### src/rtl/mac_pkg.sv
// Shared types and width derivations for the MAC dot-product sequencer.
package mac_pkg;

    typedef enum logic [1:0] {
        IDLE  = 2'd0,
        RUN   = 2'd1,
        DRAIN = 2'd2,
        DONE  = 2'd3
    } state_t;

    typedef struct packed {
        logic cmd_ready;
        logic op_ready;
        logic res_valid;
        logic busy;
    } flags_t;

    function automatic int calc_len_w(input int max_len);
        return $clog2(max_len + 1);
    endfunction

    function automatic int calc_acc_w(input int width, input int len_w);
        return 2 * width + len_w;
    endfunction

    // Output flags are a pure function of state so they can be registered from next-state.
    function automatic flags_t state_flags(input state_t s);
        flags_t f;
        f.cmd_ready = (s == IDLE);
        f.op_ready  = (s == RUN);
        f.res_valid = (s == DONE);
        f.busy      = (s != IDLE);
        return f;
    endfunction

endpackage

### src/rtl/mac_acc_unit.sv
// Pipelined multiply-accumulate: product register, product-valid flag and accumulator.
module mac_acc_unit
#(
    parameter int WIDTH = 16,
    parameter int ACC_W = 43
) (
    input  logic               clock,
    input  logic               reset_n,
    input  logic               clr,
    input  logic               load,
    input  logic [WIDTH-1:0]   x,
    input  logic [WIDTH-1:0]   y,
    output logic [ACC_W-1:0]   acc
);

    logic [2*WIDTH-1:0] prod_q;
    logic               pv;

    always_ff @(posedge clock) begin
        if (!reset_n) begin
            prod_q <= '0;
            pv     <= 1'b0;
            acc    <= '0;
        end else begin
            if (load) begin
                prod_q <= (2*WIDTH)'(x) * (2*WIDTH)'(y);
            end
            pv <= load && !clr;
            // Clearing wins over a pending add so an abort in DRAIN leaves nothing behind.
            if (clr) begin
                acc <= '0;
            end else if (pv) begin
                acc <= acc + ACC_W'(prod_q);
            end
        end
    end

endmodule

### src/rtl/mac_dot_sequencer.sv
// Sequences one pipelined MAC engine through a length-N dot product with valid/ready streams.
module mac_dot_sequencer
    import mac_pkg::*;
#(
    parameter  int WIDTH   = 16,
    parameter  int MAX_LEN = 1024,
    localparam int LEN_W   = calc_len_w(MAX_LEN),
    localparam int ACC_W   = calc_acc_w(WIDTH, LEN_W)
) (
    input  logic             clock,
    input  logic             reset_n,
    input  logic             abort,
    input  logic             cmd_valid,
    output logic             cmd_ready,
    input  logic [LEN_W-1:0] cmd_len,
    input  logic             op_valid,
    output logic             op_ready,
    input  logic [WIDTH-1:0] op_x,
    input  logic [WIDTH-1:0] op_y,
    output logic             res_valid,
    input  logic             res_ready,
    output logic [ACC_W-1:0] res_data,
    output logic             busy
);

    state_t           state;
    state_t           state_nxt;
    flags_t           flags_q;
    logic [LEN_W-1:0] cnt;
    logic [LEN_W-1:0] len_q;
    logic [LEN_W-1:0] len_clamped;
    logic [ACC_W-1:0] acc;
    logic             cmd_fire;
    logic             op_fire;
    logic             res_fire;
    logic             abort_job;
    logic             last_pair;

    // Abort masks op/result handshakes combinationally so nothing is exchanged in the abort cycle.
    assign cmd_ready = flags_q.cmd_ready;
    assign op_ready  = flags_q.op_ready && !abort;
    assign res_valid = flags_q.res_valid && !abort;
    assign busy      = flags_q.busy;
    assign res_data  = flags_q.res_valid ? acc : '0;

    always_comb begin
        cmd_fire    = cmd_valid && cmd_ready;
        op_fire     = op_valid && op_ready;
        res_fire    = res_valid && res_ready;
        abort_job   = abort && (state != IDLE);
        len_clamped = (cmd_len > LEN_W'(MAX_LEN)) ? LEN_W'(MAX_LEN) : cmd_len;
        last_pair   = (cnt == len_q - LEN_W'(1));
    end

    always_comb begin
        state_nxt = state;
        if (abort_job) begin
            state_nxt = IDLE;
        end else begin
            case (state)
                IDLE:    if (cmd_fire) state_nxt = (len_clamped == '0) ? DONE : RUN;
                RUN:     if (op_fire && last_pair) state_nxt = DRAIN;
                DRAIN:   state_nxt = DONE;
                DONE:    if (res_fire) state_nxt = IDLE;
                default: state_nxt = IDLE;
            endcase
        end
    end

    always_ff @(posedge clock) begin
        if (!reset_n) begin
            state   <= IDLE;
            flags_q <= state_flags(IDLE);
            cnt     <= '0;
            len_q   <= '0;
        end else begin
            state   <= state_nxt;
            flags_q <= state_flags(state_nxt);
            if (cmd_fire) begin
                cnt   <= '0;
                len_q <= len_clamped;
            end else if (op_fire) begin
                cnt <= cnt + LEN_W'(1);
            end
        end
    end

    mac_acc_unit #(
        .WIDTH (WIDTH),
        .ACC_W (ACC_W)
    ) u_acc (
        .clock   (clock),
        .reset_n (reset_n),
        .clr     (cmd_fire || abort_job),
        .load    (op_fire),
        .x       (op_x),
        .y       (op_y),
        .acc     (acc)
    );

endmodule

### config.mk
export PLATFORM = sky130hd
export DESIGN_NAME = mac_dot_sequencer
export DESIGN_NICKNAME = d
export VERILOG_FILES = /design/src/rtl/mac_pkg.sv /design/src/rtl/mac_acc_unit.sv /design/src/rtl/mac_dot_sequencer.sv
export SDC_FILE = /design/constraint.sdc
export NUM_CORES = 1
export LEC_CHECK = 0
export CAP_MARGIN = 20
export CORE_ASPECT_RATIO = 0.5
export CORE_MARGIN = 2
export CORE_UTILIZATION = 48
export DETAILED_ROUTE_END_ITERATION = 12
export PLACE_DENSITY = 0.67
export RECOVER_POWER = 25
export SYNTH_ARGS = -nofsm -noshare
export SYNTH_HDL_FRONTEND = slang
export SYNTH_HIERARCHICAL = 1
export SYNTH_SLANG_ARGS = --single-unit
### constraint.sdc
create_clock -name clock -period 8.8 [get_ports clock]
set_clock_uncertainty 0.15 [all_clocks]
set_input_delay 1.76 -clock clock [delete_from_list [all_inputs] [get_ports clock]]
set_output_delay 1.76 -clock clock [all_outputs]
set_load 0.05 [all_outputs]
# Word-level counts from Yosys, hierarchy flattened
# Index checks and enable logic that the tools add are counted.
# totals
regBits	104
wordCells	48
input_bits	49
# op_classes
bitwise	1
eq_ne	6
n_mux	8
n_addsub	3
order_cmp	1
multipliers	1
reduce_logical	18
# op_table
operator	n
$add A43 B32 Y43	1
$mux W43	1
$mul A16 B16 Y32	1
$add A11 B1 Y11 const B	1
$eq A11 B11 Y1	1
$gt A11 B11 Y1 const B	1
$logic_not A11 Y1	1
$mux W11	1
$sub A11 B1 Y11 const B	1
$mux W2	5
$logic_and A1 B1 Y1	8
$pmux W2 S4	1
$eq A2 B2 Y1 const B	3
$eq A2 B1 Y1 const B	2
$logic_not A2 Y1	2
$reduce_bool A2 Y1	2
$reduce_or A2 Y1	2
$logic_not A1 Y1	2
$logic_or A1 B1 Y1	1
$not A1 Y1	1

# Logic depth before layout (Yosys ltp)
# Gate-level depths: netlist of run 1.
# depth
ltp_word	8
mapped_depth	23
depth_no_buf	22

# By module
# The synthesis of run 1 kept the hierarchy.
# by_module_without_submodules
module	seq_area_each_um2	area_per_inst_um2	cells_each	instances
mac_acc_unit	1521.5	13307.8	1584	1
mac_dot_sequencer	560.5	1830.5	226	1

# Least setup slack after synthesis of run 1
# No wires, ideal clock.
# synth_path
kind	input to register
start	input op_y[12]
end	register u_acc.prod_q[30]
setup_slack_ns	1.155
required_time_ns	8.528
t_arrival_ns	7.373
setup_time_ns	0.122
stages	20
cell_sequence	clkbuf_1 -> nand2_1 -> fa_1 -> inv_1 -> fa_1 -> fa_1 -> fa_1 -> fa_1 -> inv_1 -> fa_1 -> inv_1 -> ha_1 -> and2_1 -> a221o_1 -> a211oi_1 -> o21ai_1 -> a31oi_1 -> o311ai_1 -> mux2i_1 -> a311o_1
# synth_via
elab_chain_cells	1
# synth_rtl
element	line	source
start, declared	mac_dot_sequencer.sv:19	input logic [WIDTH-1:0] op_y,
$mul A16 B16 Y32	mac_acc_unit.sv:26	prod_q <= (2*WIDTH)'(x) * (2*WIDTH)'(y);
end signal, assigned	mac_acc_unit.sv:26	
end, declared	mac_acc_unit.sv:16	logic [2*WIDTH-1:0] prod_q;
# No other way between the ends.
# A chain may end at the register's enable or synchronous reset.

# Worst setup path after layout of run 1
# layout_path
start	input op_y[3]
end	register u_acc.prod_q[27]
# Same word-level chain as after synthesis.

==> results of run 1 <==
registers in the layout (all words and copies together), names as in the netlist:
register and cells:
busy 1, cmd_ready 1, cnt 11, flags_q 2, len_q 11, state 2, u_acc/acc 43, u_acc/prod_q 32
u_acc/pv 1
power groups by stage:
stage	registers (mW)	logic (mW)	clock network (mW)
detailed placement	0.563	4.51	0
CTS	0.552	4.55	0.440
global route	0.558	5.16	0.458
global placement	0.563	4.51	0
finish	0.552	4.55	0.428
floorplan	0.560	3.47	0
metal layers:
metal  vias up  global-route usage (%)
li1       6065                       -
met1      5901                    34.9
met2       360                    37.4
met3        31                    5.10
met4         0                    4.30
met5         -                       0
placed cells by master (no fill, tap or decap), drive strengths merged, types with 17 or more instances in the layout:
cell type	count
xnor2	41
nor2	108
clkdlybuf4s50	92
a21oi	79
xor2	23
inv	253
ha	138
a21o	32
nand2	214
and2	165
mux2i	48
dfxtp	104
a31oi	17
nor3	23
fa	195
o21ai	59
buf	42
nand4	20
nand3	41
worst max-delay path, stage by stage:
cell and delay [ns]:
clkdlybuf4s50_1 0.90, buf_4 0.24, nand2_1 0.07, fa_1 0.47
fa_1 0.51, fa_1 0.43, fa_1 0.52, inv_1 0.06
fa_1 0.53, inv_1 0.05, fa_1 0.49, inv_1 0.05
ha_1 0.38, and3_1 0.20, o21ai_1 0.11, or3_4 0.36
a21oi_4 0.16, o211ai_2 0.12, nor2b_4 0.15, or3_1 0.34
a311oi_1 0.25
final timing paths:
kind | start | end | slack, ns | depth (start not counted)
worst max-delay path | op_y[3] | u_acc/prod_q[27] | 0.74 | 21
worst min-delay path | u_acc/acc[42] | u_acc/acc[42] | 0.33 | 2
worst max register to register | u_acc/prod_q[0] | u_acc/acc[38] | 5.45 | 11
worst min register to register | u_acc/acc[42] | u_acc/acc[42] | 0.33 | 2
cell type report:
type                       instances  area, µm²  area share (%)
tap                              423        529            3.13
multi-input combinational       1377      11800            69.6
timing repair buffer             139       1270            7.52
clock buffer                       9        225            1.33
clock inverter                     7       86.3           0.510
inverter                         251        942            5.57
sequential                       104       2080            12.3
through the flow:
step	area [µm²]	utilization [%]
global placement	16600	54.2
global route	16900	55.2
floorplan	15100	-
CTS	16900	55.2
detailed placement	16600	54.2
finish	16900	55.2
logic make-up after synthesis:
| logic type | after synthesis | share of synthesized area [%] |
|---|---|---|
| and+or+nand+nor | 652 | 21.5 |
| xor gates and xnor gates | 64 | 3.70 |
| AOI/OAI and AO/OA | 280 | 12.3 |
| adders and majority gates | 333 | 37.2 |
| muxes | 48 | 3.17 |
| DFF | 104 | 13.8 |
| buffers and inverters | 329 | 8.39 |
Yosys cell counts (16+ instances only):
| master | count |
|---|---|
| inv_1 | 249 |
| nand2_1 | 214 |
| fa_1 | 195 |
| and2_1 | 164 |
| ha_1 | 138 |
| nor2_1 | 107 |
| dfxtp_1 | 104 |
| a21oi_1 | 78 |
| clkbuf_1 | 69 |
| mux2i_1 | 48 |
| o21ai_0 | 42 |
| nand3_1 | 41 |
| xnor2_1 | 41 |
| a21o_1 | 32 |
| nor3_1 | 23 |
| xor2_1 | 23 |
| nand4_1 | 20 |
| a31oi_1 | 16 |
| o21ai_1 | 16 |
==> reports/results.txt, run 1 <==
The total count of hold-check failures in the final report came out at 0. The final reports fail on max-capacitance violations, max-slew violations. Among all flip-flop cells after synthesis, the most frequent one is dfxtp_1.

Data arrives at the worst endpoint at 8.17 ns. 96 I/O pins were placed. The H-tree generated during clock tree synthesis spans 3 levels. The detailed router put a total of 18700 µm of wire on met1. The cell area that synthesis handed to floorplanning was 0.0151 mm². For this design, the CTS-stage hold fixing added 0 buffers.

The tools report the initial antenna violation count as 0. The power density of the placed cells was 327 mW/mm²; the core region area was 0.0307 mm². The run finished, with violations left. The top cell type by area accounts for 25.8% of the synthesized area. Kind of start point of the critical path: an input port. After routing, the total negative slack on setup checks comes to 0 ns. In the final layout, the share of cells above drive strength 1 is 4.66%. For the worst setup path, the data required time is 8.90 ns.

The slack of the critical path was 0.735 ns; the first-pass GRT wire length was 63100 µm. The first TritonRoute pass finished after 5 iterations. The number of global-route vias before repair was 12.1k; the relative contribution of sequential cells to total power was 10.0%. The leakage power summed over all cells is 7.77 nW. The count of cells in the finished layout, fillers not included, comes to 2310. Post-CTS timing repair inserted 0 buffers for setup. The highest layer touched by signal routing is met4. Summed over all layers, the routed wires come to 38200 µm. When the netlist entered floorplanning its net count stood at 2192.

The cell-internal power came out at 2.64 mW. The HPWL after detailed placement is 31100 µm. The portion of total power attributed to combinational logic is 82.3%. Kind of end point of the critical path: a flip-flop. Buffers placed on the I/O ports in this run total 95. In this run the worst path has a maximum fanout of 13.

In this run the horizontal extent of the chip is 255 µm. Hold is met by 0.332 ns. Most area-hungry cell type in the Yosys netlist: fa_1.

The net count reported at finish is 2264, and the count of different cell masters after synthesis is 82. In this run the remaining antenna-violating nets after routing total 0. In this run, placement finished with an instance count of 2294. Yosys mapped a number of flops with a built-in enable equal to 0.

Counting flops and latches in the post-synthesis netlist gives 104. Global routing used 24.0% of the available tracks across all layers. Derived from the worst setup path, the maximum achievable clock frequency is 124 MHz. The clock reaches the later pin of the worst-skew pair after 0.36 ns. Sorting the synthesized cells by area gives the leading types as fa_1 26%, dfxtp_1 14%, ha_1 11%. In this run, post-CTS repair resized a total of 0 instances.

The run gives 5.53 mW as the sum of internal, switching and leakage power. Net switching is 52.3% of the power. After detailed routing, the number of vias per cell comes to 5.35. The critical path in this run is classified as input port to flip-flop.

The overall overflow remaining after global route came out at 0. The CTS clock-pin slew for the worst setup and hold paths was 0.08 ns. The final count of pins violating max slew is 33.

In this run, CTS created clock tree buffers numbering 9. In this run the power spent charging and discharging nets is 2.89 mW. The filler cells instantiated in the layout total 2866. The largest net degree at the start of global routing is 46, and the number of failing setup endpoints in the final timing report is 0. In this run the deepest clock path goes through 2 buffers. The violation count after the first detailed-routing iteration came out at 931.

Post-layout minimum cycle time: 8.06 ns. Clock root buffer: clkbuf_16. TritonCTS built the clock tree.

Path class of the lowest-slack min-delay path: flip-flop to flip-flop. Number of clock sinks seen by CTS: 104. The initial utilization of the core area, before any placement, comes to 49.3%. After layout, the worst path uses 91.6% of the clock period. The run gives 0 as the number of diodes added for antenna fixing.

The share of async-settable or async-resettable flops after synthesis works out to 0%. The tools report the area of the die as 0.0331 mm². The share of the Yosys chip area taken by registers is 13.8%. The run gives 1810 as the cell count after synthesis. Dividing the detail-routed wire length by the instance count gives 16.5 µm.

Summed over all nets, wire length on met2 after detailed routing comes to 16200 µm. A synthesized cell averages 8.36 µm². The tools report the max-capacitance violation count as 1. The logs give 334 µV for the largest vdd supply drop and 2910 µm for the length of routed met3 wiring. In this run the core area contains 45 standard-cell rows. The portion of total power attributed to the clock network was 7.7%. The transition time at the pin with the least slew margin works out to 1.51 ns.

The routed layout has 12.4k vias. Setup repair after global routing left no endpoint under its margin. The overall die height is 130 µm. During synthesis, Yosys emitted a total of 6 warnings. After detailed routing, the number of remaining DRC violations is 0.

The logs give 0.903 for the placer's final routability congestion estimate and -0.675% for the remaining max-slew budget at the tightest pin. The layout overhead on the synthesized area was 11.8%; the worst slack at placement was 0.344 ns.
No activity file was read; power rests on OpenSTA's default activity.
==> inputs of run 2 (changes only) <==
--- a/config.mk
+++ b/config.mk
@@ -5,13 +5,15 @@
 export SDC_FILE = /design/constraint.sdc
 export NUM_CORES = 1
 export LEC_CHECK = 0
+export ABC_AREA = 1
 export CAP_MARGIN = 20
 export CORE_ASPECT_RATIO = 0.5
 export CORE_MARGIN = 2
 export CORE_UTILIZATION = 48
 export DETAILED_ROUTE_END_ITERATION = 12
-export PLACE_DENSITY = 0.67
+export PLACE_DENSITY = 0.66
 export RECOVER_POWER = 25
+export SKIP_CTS_REPAIR_TIMING = 1
 export SYNTH_ARGS = -nofsm -noshare
 export SYNTH_HDL_FRONTEND = slang
 export SYNTH_HIERARCHICAL = 1
==> run 2 against run 1 <==
The flow still finishes with violations (max-capacitance violations, max-slew violations). Clock power shrank 1%. Highest routed layer unchanged. First-iteration DRC count up 2.7%. Die area increased by 11%. Synthesized cell count up 46%. Via count is 25% higher. Worst setup slack better by 0.30 ns. Sequential share of layout area is 1.0 points lower. Utilization shrank 1.7 points.
==> reports/results.txt, run 2 <==
The flow ran to the end, but the final reports show violations. The final reports fail on max-capacitance violations, max-slew violations. Entering global routing, the biggest net connects 67 pins. The worst register-to-register path has a depth of 5. The transition time at the pin with the least slew margin works out to 1.65 ns. The initial antenna violation count came out at 0.

TritonCTS built the clock tree. The top cell types in the final layout, fill and taps aside, are 775 x nand2_1, 679 x inv_1, 261 x nor2_1. The number of flops mapped to enable cells by yosys is 0, and the number of DRC violations after detailed routing is 0.

The most critical setup path has its startpoint at op_y[9]. The startpoint identified for the worst register-to-register timing path is flags_q[2]. In the post-synthesis netlist, the biggest area contributors are fa_1 23%, nand2_1 17%, inv_1 15%. Sequential cells were found to cover 12.3% of the synthesized design area. The hold path startpoint is u_acc/pv. For the number of failing setup endpoints in the final timing report, the log shows 0.

At the worst endpoint, the arrival time is 7.88 ns. Counting along the longest clock path gives a buffer depth of 2. The power density of the placed cells is 319 mW/mm², and the width of the chip is 269 µm. Setup repair after global routing left no endpoint under its margin. The floorplan step defined a core boundary enclosing 0.0346 mm². The most frequent cell after synthesis is nand2_1.

Along the worst hold path, the cell count comes to 2. After floorplanning, the core was divided into 48 placement rows. The clock tree synthesis step divided the H-tree into 3 levels. The run gives 14.8k as the number of global-route vias before repair.

In the synthesized netlist, the number of instances is 2648. For the worst setup path, the data required time is 8.91 ns. The remaining max-slew budget at the tightest pin came out at -10.1%. Once detailed placement completed, the half-perimeter wirelength came to 37100 µm. For the count of different cell masters after synthesis, the log shows 42. The placed instances occupy a cell area of 0.0182 mm². Summing all non-filler instances in the final layout gives an area of 0.0185 mm². For this run, the number of Yosys warnings is 6.

Input and output buffers added on the ports amount to 95. The most frequent standard cell in the layout excluding fill and tap cells was nand2_1. The clock net in this run drives a total of 104 sinks. Global routing used 25.1% of the available tracks. The share of synthesized area in the top cell type comes to 23.1%. The setup path with the least slack is of type input port to flip-flop. Ranked by instance count, the synthesized netlist is headed by 775 x nand2_1, 676 x inv_1, 259 x nor2_1. The congestion estimate from routability-driven global placement came to 0.950. The detail route stage leaves a number of antenna-violating nets equal to 0. The number of clock buffers added by TritonCTS is 9. Detailed routing inserted a total of 15.4k vias. The kind of end point of the critical path is a flip-flop. Ranked by flip-flop count, first place goes to u_acc/acc. Clock root buffer: clkbuf_16. The biggest area contributor in the post-synthesis netlist is fa_1. The tools report the largest vdd supply drop as 314 µV. The mean routed wirelength per cell is 14.3 µm, and the final count of pins violating max slew is 50. For the detailed-router iteration count before antenna repair, the log shows 5.

The mean number of vias per cell is 4.88, and the proportion of layout cells with a drive suffix above 1 is 2.94%. Post-layout minimum cycle time: 7.77 ns. Synthesized flop and latch total: 104. The flip-flop cell with the highest count after synthesis was dfxtp_1. The mean post-synth cell area came out at 6.39 µm². Hold is met by 0.352 ns. The run gives 1 as the max-capacitance violation count. The tools report the synthesized netlist net count as 3030.

STA classifies the critical path startpoint as an input port. The logs give 3060 for the net count reported at finish and 0 ns for the setup TNS. The largest registers in the layout are u_acc/acc x43, u_acc/prod_q x32. The register with the most flip-flops in the layout has 43 of them.

Compared with the post-synthesis result, the final layout area differs by 9.34%. The total count of hold-check failures in the final report came out at 0. After global routing the overflow that remains totals 0. Leakage power summed over all cells: 11.1 nW.

The tightest min-delay check is of the flip-flop to flip-flop type. Summing every instance area after synthesis gives 0.0169 mm². The clock reaches the later pin of the worst-skew pair after 0.36 ns. The die is 137 µm tall.

The share of async-settable or async-resettable flops after synthesis was 0%; the highest achievable clock rate was 129 MHz. The number of top-level pins is 96. The critical-path maximum fanout came out at 16. The run gives 0 as the number of diodes added for antenna fixing.

Power comes to 5.90 mW. The die covers 0.0368 mm². The CTS clock-pin slew for the worst setup and hold paths is 0.07 ns. The final layout contains routed wiring with a total length of 45200 µm. Of the available clock period, the critical path in the final layout requires 88.3%. The violation count after the first detailed-routing iteration was 956; the first-pass GRT wire length was 74200 µm. For this configuration, the core starts out at a cell density of 48.9%.
==> run 2: stage by stage <==
stage	utilization (%)	cells	worst slack (ns)
final	53.5	3158	1.03
after global routing	53.5	3158	0.671
after CTS	53.5	3158	1.12
after detailed placement	52.6	3142	0.756
after global placement	52.6	3142	0.796
after floorplan	-	2648	1.73
==> run 2: worst paths after layout <==
path | slack [ns] | end
max | 1.03 | u_acc/prod_q[28]
min | 0.35 | u_acc/acc[0]
max reg2reg | 5.62 | u_acc/prod_q[1]
min reg2reg | 0.35 | u_acc/acc[0]
==> run 2: area by class of cell <==
| type | count | area, µm² |
|---|---|---|
| Inverter | 682 | 2560 |
| Multi-Input combinational cell | 1773 | 11900 |
| Sequential cell | 104 | 2080 |
| Fill cell | 3524 | 16100 |
| Timing Repair Buffer | 108 | 1040 |
| Tap cell | 475 | 594 |
| Clock buffer | 11 | 243 |
| Clock inverter | 5 | 63.8 |
==> run 2: power breakdown <==
group          leakage, nW  switching, mW  internal, mW
clock network        0.147          0.191         0.231
registers            0.842         0.0310         0.507
logic                 10.1           3.25          1.68
==> run 2: per-layer routing <==
layer	vias up	global-route usage (%)	part of all wire [%]
met3	50	3.32	6.1
met5	-	0	0
met4	0	5.96	1.8
li1	7795	-	-
met1	7155	35.3	48
met2	421	41.2	44
==> run 2: kinds of logic after synthesis <==
| kind of cell | Yosys count | share of synthesized area, % |
|---|---|---|
| xor+xnor | 35 | 1.81 |
| buf+inv | 771 | 17.2 |
| flops | 104 | 12.3 |
| compound gates | 173 | 5.54 |
| fa+ha+maj | 333 | 33.3 |
| simple gates | 1232 | 29.8 |
==> run 2: worst max-delay path: stages <==
cell	delay [ns]
clkdlybuf4s50_1	1.03
nand2_1	0.19
fa_1	0.58
inv_1	0.05
fa_1	0.54
fa_1	0.45
fa_1	0.52
fa_1	0.54
inv_1	0.05
fa_1	0.52
inv_1	0.04
ha_1	0.35
nand2_1	0.16
inv_1	0.07
a21oi_1	0.29
o21ai_0	0.18
a21oi_1	0.20
nand2_1	0.07
nand2_1	0.06
nand3_1	0.06
nand2_1	0.11
inv_1	0.04
==> inputs of run 3 (changes only) <==
--- a/config.mk
+++ b/config.mk
@@ -11,10 +11,9 @@
 export CORE_MARGIN = 2
 export CORE_UTILIZATION = 48
 export DETAILED_ROUTE_END_ITERATION = 12
-export PLACE_DENSITY = 0.66
+export PLACE_DENSITY = 0.67
 export RECOVER_POWER = 25
 export SKIP_CTS_REPAIR_TIMING = 1
 export SYNTH_ARGS = -nofsm -noshare
 export SYNTH_HDL_FRONTEND = slang
-export SYNTH_HIERARCHICAL = 1
 export SYNTH_SLANG_ARGS = --single-unit
==> run 3 against run 2 <==
The run still ends with max-capacitance violations, max-slew violations left. Utilization increased by 0.34 points. First-iteration DRC count increased by 1.5%. Critical path depth increased by 1.
==> reports/results.txt, run 3 <==
The tools report the cell count after synthesis as 2430. The register with the most flip-flops in the layout has 43 of them. Measured along the y axis, the die boundary spans 134 µm.

The largest registers in the layout are u_acc.acc x43, u_acc.prod_q x32. u_acc.acc holds more flip-flops than any other register. In the synthesized netlist the async set-or-reset flop fraction comes to 0%. The number of clock sinks seen by CTS was 104. The routed layout has 14.5k vias.

Synthesized flop and latch total: 104. Clock latency on the worst-skew pair: 0.36 ns. After synthesis, the mean cell area works out to 6.69 µm². The worst path arrival time is 7.93 ns, and the total count of hold-check failures in the final report is 0.

The total detailed-routing wirelength came out at 42100 µm. The checks that failed: max-capacitance violations, max-slew violations. The cell area that synthesis handed to floorplanning was 0.0163 mm². The initialized floorplan defines 47 standard-cell rows. Across every metal layer, demand over resource in global routing totals 24.7%. The power density of the placed cells was 327 mW/mm². The logs give 0 for the initial antenna violation count and 0 for the number of diodes added for antenna fixing.

For the final routed database, the setup TNS stands at 0 ns. The highest achievable clock rate was 129 MHz. By area the synthesized netlist is led by fa_1 24%, nand2_1 14%, inv_1 14%. The slowest stage of the critical path belongs to the cell clkdlybuf4s50_1. Once layout is complete, the utilization of the core stands at 53.8%. The number of nets in the synthesized netlist is 2812.

Number of buffers added on ports: 95. The Yosys step of the flow raised 0 warnings. Summed over all cells, the static leakage comes to 9.91 nW. In the layout the commonest cells are 590 x nand2_1, 588 x inv_1, 230 x nor2_1. Entering global routing, the biggest net connects 64 pins.

The logs give 8.96 ns for the critical path data required time and 1.04 ns for the slack of the critical path. The completed layout was analyzed and its total power is 5.84 mW. At the pin with the least slew margin, the transition time is 1.52 ns.

For this run, the slowest stage of the critical path takes 0.97 ns. The critical path's most frequent cell was inv_1. In this run the number of H-tree levels came out at 3.

Compared with the post-synthesis result, the final layout area differs by 9.97%. The tightest min-delay check is of the flip-flop to flip-flop type. The worst setup path is launched from an input port. The violation count after the first detailed-routing iteration was 970.

The detailed-router iteration count before antenna repair was 5; the initial core utilization was 48.9%. The run finished, with violations left. The worst slack at placement is 0.749 ns, and the core region area is 0.0332 mm². The signal on the critical path passes through clkdlybuf4s50_1 -> nand2_1 -> fa_1 -> inv_1 -> fa_1 -> inv_1 -> fa_1 -> inv_1 -> fa_1 -> fa_1 -> inv_1 -> fa_1 -> inv_1 -> ha_1 -> nand2_1 -> inv_1 -> nand2_1 -> nor2_1 -> nand4_1 -> nand3_1 -> xor2_1 -> o21bai_1 -> inv_1.

The critical-path maximum fanout works out to 16. The setup check on the worst reg-to-reg path leaves a slack of 4.87 ns. The placed instances occupy a cell area of 0.0176 mm². In the final layout, the share of cells above drive strength 1 is 3.32%.

The total non-filler cell area in the finished layout was 0.0179 mm². The worst hold-check slack came out at 0.316 ns. The number of top-level pins is 96. Placer's final routability congestion estimate: 0.941. The worst path needs 7.76 ns of the cycle, external delays included. From left edge to right edge, the die measures 264 µm.

The worst path uses 88.2% of the clock period. For this run, the post-layout net count is 2846. Dividing the detail-routed wire length by the instance count gives 14.5 µm.

The flip-flop cell with the highest count after synthesis is dfxtp_1. The final count of pins violating max slew was 17; the max-capacitance violation count was 1. Using the TritonRoute via totals, the vias-per-cell ratio works out to 4.97. The class of the most critical setup path was input port to flip-flop. The CTS clock-pin slew for the worst setup and hold paths is 0.08 ns. STA classifies the critical path endpoint as a flip-flop. The first global-routing pass estimated 70800 µm of wire. The finished layout holds 2910 standard cells, fillers aside. The count of placed standard cells including taps came out at 2894.

Setup repair after global routing left no endpoint under its margin. The die covers 0.0354 mm². Ranked by instance count, the synthesized netlist is headed by 590 x nand2_1, 586 x inv_1, 229 x nor2_1. Most frequent cell after synthesis: nand2_1. VDD sags by at most 317 µV. The library cell used most frequently in the layout, excluding fill and tap cells, is nand2_1. The synthesized design contains 0 enable-type register cells. The tree is rooted in a clkbuf_16. The share of synthesized area in the top cell type comes to 24.0%. After detailed routing, the number of remaining DRC violations is 0. TritonCTS built the clock tree.

Most area-hungry cell type in the Yosys netlist: fa_1. The share of the Yosys chip area taken by registers is 12.8%. The overall overflow remaining after global route was 0. Setup violations remaining at the end of the flow were counted as 0. Remaining max-slew budget at the tightest pin: -2.00%. The number of clock buffers added by TritonCTS is 9.

The number of global-route vias before repair came out at 14.1k. Detailed placement finished with a half-perimeter wire length of 35600 µm. The logs give 49 for the count of different cell masters after synthesis and 2 for the maximum buffer depth of the clock tree. The detail route stage leaves a number of antenna-violating nets equal to 0.
run 3: changes by cell type after synthesis, moves of 12 or more:
cell and delta:
nand2_2 -12, o21ai_0 +46, o21ai_1 +13, a21oi_1 +22
nor2_1 -30, nand3_1 -20, inv_1 -90, nor2_2 -13
nand2_1 -185
run 3: where the power goes:
part	total, mW	internal (mW)	switching, mW
registers	0.550	0.508	0.0420
logic	4.83	1.65	3.18
clock network	0.458	0.261	0.196
total	5.84	2.42	3.42
run 3: path summary, 6_finish.rpt:
path / startpoint / endpoint / cells past startpoint
worst min-delay path: len_q[10] / len_q[10] / 2
worst max register to register: cmd_ready / u_acc.acc[24] / 9
worst min register to register: len_q[10] / len_q[10] / 2
worst max-delay path: op_x[7] / u_acc.prod_q[22] / 23
run 3: critical path, delay by kind of cell:
kind	cells	cell delay, ns
buffers and inverters	8	1.37
xor gates and xnor gates	1	0.28
and+or+nand+nor	6	0.92
adders and majority gates	7	3.48
AOI/OAI and AO/OA	1	0.10
run 3: kinds of logic (layout without fill, tap and decap cells):
| kind of cell | after synthesis | after routing | synth area share [%] |
|---|---|---|---|
| AOI/OAI and AO/OA | 289 | 289 | 9.96 |
| xor gates and xnor gates | 37 | 37 | 1.99 |
| adders and majority gates | 333 | 333 | 34.6 |
| buffers and inverters | 690 | 729 | 16.0 |
| DFF | 104 | 104 | 12.8 |
| and+or+nand+nor | 977 | 977 | 24.6 |
run 3: routing by layer:
layer	global-route usage [%]	vias up	share of wire [%]
li1	-	7340	-
met1	37.3	6769	51
met2	39.3	311	43
met3	1.67	30	4.2
met4	4.32	0	0.93
met5	0	-	0
run 3: area by class of cell:
class                           instances  area, µm²
Clock inverter                          6        101
Clock buffer                           10        239
Inverter                              597       2240
Timing Repair Buffer                  116       1100
Fill cell                            3305      15400
Tap cell                              441        552
Multi-Input combinational cell       1636      11600
Sequential cell                       104       2080
